--- config.mk ---
export PLATFORM = sky130hd
export DESIGN_NAME = multicycle_controller
export DESIGN_NICKNAME = d
export VERILOG_FILES = /design/src/rtl/multicycle_controller.sv
export SDC_FILE = /design/constraint.sdc
export NUM_CORES = 1
export LEC_CHECK = 0
export ABC_AREA = 1
export CAP_MARGIN = 25
export CORE_AREA = 2 2 79 81
export CTS_CLUSTER_SIZE = 14
export DETAILED_ROUTE_END_ITERATION = 10
export DIE_AREA = 0 0 81 83
export PLACE_DENSITY = 0.71
export RECOVER_POWER = 50
export REMOVE_ABC_BUFFERS = 1
export SYNTH_ARGS = -nofsm -noshare
export SYNTH_HDL_FRONTEND = slang
export SYNTH_SLANG_ARGS = --single-unit
--- constraint.sdc ---
create_clock -name clk -period 4 [get_ports clk]
set_input_delay 0.8 -clock clk [delete_from_list [all_inputs] [get_ports clk]]
set_output_delay 0.8 -clock clk [all_outputs]
set_load 0.005 [all_outputs]
--- src/rtl/multicycle_controller.sv ---
// Control FSM for the multicycle MIPS datapath: sequences fetch/decode/execute/memory/writeback,
// flags unsupported encodings and counts retired instructions.
module multicycle_controller (
   input  logic        clk,
   input  logic        rst,
   input  logic [5:0]  op,
   input  logic [5:0]  funct,
   input  logic        zero,
   output logic        PCEn,
   output logic        IorD,
   output logic        Memwrite,
   output logic        IRWrite,
   output logic        RegDst,
   output logic        MemtoReg,
   output logic        RegWrite,
   output logic        ALUsrcA,
   output logic [1:0]  ALUsrcB,
   output logic [2:0]  ALUControl,
   output logic        PCsrc,
   output logic [3:0]  state,
   output logic        illegal,
   output logic [31:0] retired
);

   localparam int unsigned RW = 32;

   localparam logic [3:0] S_FETCH    = 4'd0;
   localparam logic [3:0] S_DECODE   = 4'd1;
   localparam logic [3:0] S_MEMADR   = 4'd2;
   localparam logic [3:0] S_MEMREAD  = 4'd3;
   localparam logic [3:0] S_MEMWB    = 4'd4;
   localparam logic [3:0] S_MEMWRITE = 4'd5;
   localparam logic [3:0] S_EXECUTE  = 4'd6;
   localparam logic [3:0] S_ALUWB    = 4'd7;
   localparam logic [3:0] S_BRANCH   = 4'd8;
   localparam logic [3:0] S_ADDIEXEC = 4'd9;
   localparam logic [3:0] S_ADDIWB   = 4'd10;
   localparam logic [3:0] S_HALT     = 4'd11;

   localparam logic [5:0] OP_RTYPE = 6'b000000;
   localparam logic [5:0] OP_LW    = 6'b100011;
   localparam logic [5:0] OP_SW    = 6'b101011;
   localparam logic [5:0] OP_BEQ   = 6'b000100;
   localparam logic [5:0] OP_ADDI  = 6'b001000;

   localparam logic [5:0] FN_ADD = 6'b100000;
   localparam logic [5:0] FN_SUB = 6'b100010;
   localparam logic [5:0] FN_AND = 6'b100100;
   localparam logic [5:0] FN_OR  = 6'b100101;
   localparam logic [5:0] FN_SLT = 6'b101010;

   logic [3:0]    state_q, state_d;
   logic          illegal_q, illegal_d;
   logic [RW-1:0] retired_q, retired_d;
   logic          funct_ok;
   logic          pc_write, branch;

   assign funct_ok = (funct == FN_ADD) || (funct == FN_SUB) || (funct == FN_AND) ||
                     (funct == FN_OR)  || (funct == FN_SLT);

   // Next-state, sticky illegal flag and retirement counter
   always_comb begin
      state_d   = state_q;
      illegal_d = illegal_q;
      retired_d = retired_q;
      case (state_q)
         S_FETCH:  state_d = S_DECODE;
         S_DECODE: begin
            if (op == OP_LW || op == OP_SW)         state_d = S_MEMADR;
            else if (op == OP_RTYPE && funct_ok)    state_d = S_EXECUTE;
            else if (op == OP_BEQ)                  state_d = S_BRANCH;
            else if (op == OP_ADDI)                 state_d = S_ADDIEXEC;
            else begin
               state_d   = S_HALT;
               illegal_d = 1'b1;
            end
         end
         S_MEMADR:   state_d = (op == OP_LW) ? S_MEMREAD : S_MEMWRITE;
         S_MEMREAD:  state_d = S_MEMWB;
         S_EXECUTE:  state_d = S_ALUWB;
         S_ADDIEXEC: state_d = S_ADDIWB;
         S_MEMWB, S_MEMWRITE, S_ALUWB, S_BRANCH, S_ADDIWB: begin
            state_d   = S_FETCH;
            retired_d = retired_q + RW'(1);
         end
         S_HALT:     state_d = S_HALT;
         default:    state_d = S_FETCH;
      endcase
   end

   always_ff @(posedge clk) begin
      if (rst) begin
         state_q   <= S_FETCH;
         illegal_q <= 1'b0;
         retired_q <= '0;
      end else begin
         state_q   <= state_d;
         illegal_q <= illegal_d;
         retired_q <= retired_d;
      end
   end

   // Moore control decode; reset masks every strobe so nothing writes during reset
   always_comb begin
      pc_write   = 1'b0;
      branch     = 1'b0;
      IorD       = 1'b0;
      Memwrite   = 1'b0;
      IRWrite    = 1'b0;
      RegDst     = 1'b0;
      MemtoReg   = 1'b0;
      RegWrite   = 1'b0;
      ALUsrcA    = 1'b0;
      ALUsrcB    = 2'b00;
      ALUControl = 3'b010;
      PCsrc      = 1'b0;
      case (state_q)
         S_FETCH: begin
            IRWrite  = 1'b1;
            ALUsrcB  = 2'b01;
            pc_write = 1'b1;
         end
         S_DECODE:  ALUsrcB = 2'b11;
         S_MEMADR: begin
            ALUsrcA = 1'b1;
            ALUsrcB = 2'b10;
         end
         S_MEMREAD: IorD = 1'b1;
         S_MEMWB: begin
            MemtoReg = 1'b1;
            RegWrite = 1'b1;
         end
         S_MEMWRITE: begin
            IorD     = 1'b1;
            Memwrite = 1'b1;
         end
         S_EXECUTE: begin
            ALUsrcA = 1'b1;
            case (funct)
               FN_SUB:  ALUControl = 3'b110;
               FN_AND:  ALUControl = 3'b000;
               FN_OR:   ALUControl = 3'b001;
               FN_SLT:  ALUControl = 3'b111;
               default: ALUControl = 3'b010;
            endcase
         end
         S_ALUWB: begin
            RegDst   = 1'b1;
            RegWrite = 1'b1;
         end
         S_BRANCH: begin
            ALUsrcA    = 1'b1;
            ALUControl = 3'b110;
            PCsrc      = 1'b1;
            branch     = 1'b1;
         end
         S_ADDIEXEC: begin
            ALUsrcA = 1'b1;
            ALUsrcB = 2'b10;
         end
         S_ADDIWB:  RegWrite = 1'b1;
         S_HALT:    ;
         default:   ALUControl = 3'b000;
      endcase
      PCEn = pc_write | (branch & zero);
      if (rst) begin
         PCEn       = 1'b0;
         IorD       = 1'b0;
         Memwrite   = 1'b0;
         IRWrite    = 1'b0;
         RegDst     = 1'b0;
         MemtoReg   = 1'b0;
         RegWrite   = 1'b0;
         ALUsrcA    = 1'b0;
         ALUsrcB    = 2'b00;
         ALUControl = 3'b000;
         PCsrc      = 1'b0;
      end
   end

   assign state   = state_q;
   assign illegal = illegal_q;
   assign retired = retired_q;

endmodule

# After elaboration in Yosys (flattened, before gate mapping)
# Cells that the tools add are included.
word_totals:
  ff_bits: 37
  input_bits: 15
  output_inout_bits: 51
  word_cells: 73
op_classes:
  addsub: 1
  eq_ne: 20
  muxes: 28
  bitwise: 6
  n_reduce_logical: 15
op_table:
  columns: ["operator", "count"]
  rows:
  - ["$eq 6x6->1 const B", 7]
  - ["$add 32x1->32 const B", 1]
  - ["$pmux 4 s7", 1]
  - ["$mux 1", 17]
  - ["$eq 4x3->1 const B", 4]
  - ["$eq 4x4->1 const B", 4]
  - ["$pmux 3 s4", 1]
  - ["$reduce_or 10->1", 1]
  - ["$pmux 3 s3", 1]
  - ["$eq 4x2->1 const B", 2]
  - ["$mux 4", 2]
  - ["$eq 6x3->1 const B", 1]
  - ["$eq 6x4->1 const B", 1]
  - ["$logic_not 6->1", 1]
  - ["$mux 2", 3]
  - ["$mux 3", 2]
  - ["$pmux 2 s3", 1]
  - ["$logic_or 1x1->1", 5]
  - ["$reduce_and 5->1", 1]
  - ["$reduce_or 5->1", 1]
  - ["$eq 4x1->1 const B", 1]
  - ["$logic_not 4->1", 1]
  - ["$not 1->1", 4]
  - ["$reduce_or 2->1", 2]
  - ["5 further kinds", 5]

# Logic depth before layout (Yosys ltp)
logic_depth:
  depth_word: 9
  depth_mapped: 11
  ltp_nobuf: 11

# Worst setup path before layout
# Ideal clock, no wire load.
synth_timing:
  kind: "input-to-output"
  start: "input port rst"
  end: "output port ALUsrcB[1]"
  arrival_ns: 1.538
  required_ns: 3.200
  setup_slack_ns: 1.662
  cell_stages: 5
  n_path_buf: 2
  cell_sequence: "clkbuf_1 > inv_1 > clkbuf_1 > o21ai_0 > inv_1"
synth_between:
  elab_chain_cells: 1
synth_lines:
  columns: ["element", "line", "source"]
  rows:
  - ["start, declared", "5", "input logic rst,"]
  - ["$mux 2", "166", "if (rst) begin"]
  - ["end, declared", "17", "output logic [1:0] ALUsrcB,"]
# Every way passes these cells.

# Worst setup path in the final report
layout_timing:
  start: "input port funct[2]"
  end: "output port ALUControl[2]"
layout_between:
  elab_chain_cells: 4
  elab_cells_between_ends: 7
  classes_between: "4 x eq/ne; 3 x mux"
layout_lines:
  columns: ["element", "line", "source"]
  rows:
  - ["start, declared", "7", "input logic [5:0] funct,"]
  - ["$eq 6x6->1", "139", "case (funct)"]
  - ["$pmux 3 s4 (*)", "139", null]
  - ["$pmux 3 s3 (*)", "117", "case (state_q)"]
  - ["$mux 3 (*)", "166", null]
  - ["end, declared", "18", "output logic [2:0] ALUControl,"]
# Every way passes the cells marked *; elsewhere a longest branch is shown, timed or not.

==> flow_summary.yaml <==
clocking:
  cts.path.max_buffers: 2
  hold_buffers: 0
  path_clk_slew_ps: 70
  root_buffer: "clkbuf_8"
  cts_tree: "yes"
  postCtsResizedCells: 0
  cts_buffers: 5
  htree_levels: 2
  clock_sinks: 37
  post_cts_buffers: 0
  clk_latency_ps: 290
route:
  drtAntennaViolNets: 0
  drt_iter0_drc: 114
  drcViolationCount: 0
  drtPass1Iterations: 5
  routed_via_density: 5.07
  drt-total-wl_um: 6790
  num_vias: 2877
  routedWlPerCell_um: 12.0
run_status:
  violations: "max-capacitance violations, max-slew violations"
  status: "complete, but fails checks"
global_routing:
  first_global_vias: 2671
  antenna_found_initial: 0
  grt_max_degree: 31
  grtUsageTotal_pct: 21.6
  grt_first_pass_wirelength_um: 11800
  gr-total-overflow: 0
floorplanning:
  die_x_um: 81
  rows: 28
  ios: 66
  die_area_um2: 6720
  core_area_um2: 5820
  start_util_pct: 43.8
  die_h_um: 83
logic_synthesis:
  synth_seq_cells: 37
  synth_seq_area_share_pct: 29.1
  synthCells: 425
  synthDistinctLibCells: 35
  synth_area_um2: 2550
  yosysWarnings: 0
  syn_avg_cell_area_um2: 5.99
sta:
  clock.fmax_ghz: 0.300
  whs_ps: 465
  fin_tns_setup_ps: 0
  slew_headroom_pct: -14.3
  layout_worst_path_cycle_share_pct: 83.4
  drv_slew: 19
  setup_viol: 0
  tightest_slew_ps: 1710
  finClkSkew_ps: 8.09
  fin_crit_ps: 3340
  rsz0062_at_grt: "false"
  hold_viol: 0
cells_and_area:
  multiInputGateArea_um2: 1550
  antennaDiodeCount: 0
  area_delta_synth_final_pct: 30.7
  drive_gt1_share_pct: 7.32
  regArea_um2: 741
  final_cell_area_um2: 3330
  nets: 507
  nFillCells: 598
place:
  place_congestion: 0.925
  place_hpwl_um: 5250
  portBuffers: 65
  dpl_cell_area_um2: 3250
setup_path:
  crit_type: "in2out"
  cp_data_arrival_time_ps: 2540
  cp-start-kind: "input pin"
  cp-end-kind: "output port"
  critPathMaxFanout: 4
  crit_required_ps: 3200
power_and_ir_drop:
  ir_drop_mv: 0.245
  leakage_nw: 1.32
  powerDensity_nw_per_um2: 334
  power_mw: 1.11
flow_run:
  drv_cap: 1
hold_path:
  hold_class: "reg2reg"
-- report_power, final --
part           switching (mW)  leakage [nW]  internal, mW
logic                   0.232         0.962         0.160
registers              0.0375         0.299         0.394
clock network           0.134        0.0542         0.156
total                   0.404          1.32         0.709
-- per-layer routing --
| metal | part of all wire [%] | GRT usage [%] |
|---|---|---|
| met1 | 46 | 28.4 |
| met3 | 4.7 | 3.91 |
| met2 | 48 | 35.8 |
| met5 | 0 | 0 |
| met4 | 1.2 | 5.70 |
-- logic make-up (layout without fill, tap and decap cells) --
family          after synthesis  in the layout  share of synthesized area (%)
xor+xnor                      4              4                           1.38
flops                        37             37                           29.1
simple gates                280            280                           49.2
fa+ha+maj                     1              1                          0.491
compound gates               48             48                           10.7
buf+inv                      55            122                           9.18
-- final cells by class --
type	count	share of cell area, %
Clock inverter	1	0.150
Timing Repair Buffer	68	20.2
Inverter	46	5.18
Sequential cell	37	22.2
Multi-Input combinational cell	333	46.5
Clock buffer	7	2.89
Tap cell	75	2.82
-- sequential cells by signal (all words and copies together) (netlist names) --
register,cells
state,4
retired,32
illegal,1
-- final timing paths --
path	startpoint	end	slack, ps	depth (start not counted)
hold / removal	illegal$_SDFFE_PP0P_	illegal$_SDFFE_PP0P_	470	2
setup reg to reg	state[0]$_SDFF_PP0_	retired[16]$_SDFFE_PP0P_	1390	6
hold reg to reg	illegal$_SDFFE_PP0P_	illegal$_SDFFE_PP0P_	470	2
setup / recovery	funct[2]	ALUControl[2]	660	5
-- cell usage after synthesis --
cell      number  area [µm²]
nor3_1         8        40.0
buf_6          2        22.5
ha_1           1        12.5
buf_8          1        15.0
a21oi_2        1        8.76
clkbuf_1       4        15.0
o21ai_0        8        40.0
nor4_1         2        12.5
buf_1          1        3.75
nand3b_1       5        37.5
dfxtp_1       37         741
a31oi_1        1        6.26
o21bai_1       2        15.0
xor2_1         3        26.3
nand2_1      132         495
nand2_2        6        37.5
xnor2_1        1        8.76
nor3b_1        2        15.0
inv_1         42         158
nor2_4         2        22.5
nand3_4        1        17.5
nand4_1        7        43.8
nor2_1        82         308
o31ai_1        2        15.0
nor2_2         8        50.1
inv_2          4        15.0
nand3_1       20         100
a21oi_1       30         150
nor2_8         2        40.0
a211oi_1       1        7.51
a21o_1         1        7.51
buf_2          1        5.00
nand3_2        1        10.0
nand2_4        2        22.5
o21bai_2       2        22.5
-- placed cells by master, fill, tap and decap left out, types with 2 or more instances in the layout --
| master | Yosys | final |
|---|---|---|
| a21oi_1 | 30 | 30 |
| buf_4 | 0 | 3 |
| clkbuf_8 | 0 | 7 |
| clkdlybuf4s50_1 | 0 | 47 |
| dfxtp_1 | 37 | 37 |
| dlygate4sd3_1 | 0 | 18 |
| inv_1 | 42 | 43 |
| inv_2 | 4 | 3 |
| nand2_1 | 132 | 132 |
| nand2_2 | 6 | 6 |
| nand2_4 | 2 | 2 |
| nand3_1 | 20 | 21 |
| nand3b_1 | 5 | 5 |
| nand4_1 | 7 | 7 |
| nor2_1 | 82 | 84 |
| nor2_2 | 8 | 7 |
| nor2_4 | 2 | 2 |
| nor3_1 | 8 | 8 |
| nor3b_1 | 2 | 2 |
| nor4_1 | 2 | 2 |
| o21ai_0 | 8 | 8 |
| o21bai_1 | 2 | 2 |
| o21bai_2 | 2 | 2 |
| o31ai_1 | 2 | 2 |
| xor2_1 | 3 | 3 |
-- stage by stage --
step | utilization [%] | cells | setup WS, ps
final | 57.3 | 567 | 664
after global routing | 57.3 | 567 | 494
after CTS | 57.7 | 567 | 712
after detailed placement | 55.9 | 559 | 713
after global placement | 55.9 | 559 | 766
after floorplan | - | 416 | 1850
-- worst max-delay path, cell delays in order --
cell	delay (ps)
dlygate4sd3_1	590
nor4_1	380
nand2_1	90
a21oi_1	140
clkdlybuf4s50_1	530
Power figures use the tool's default switching activity.
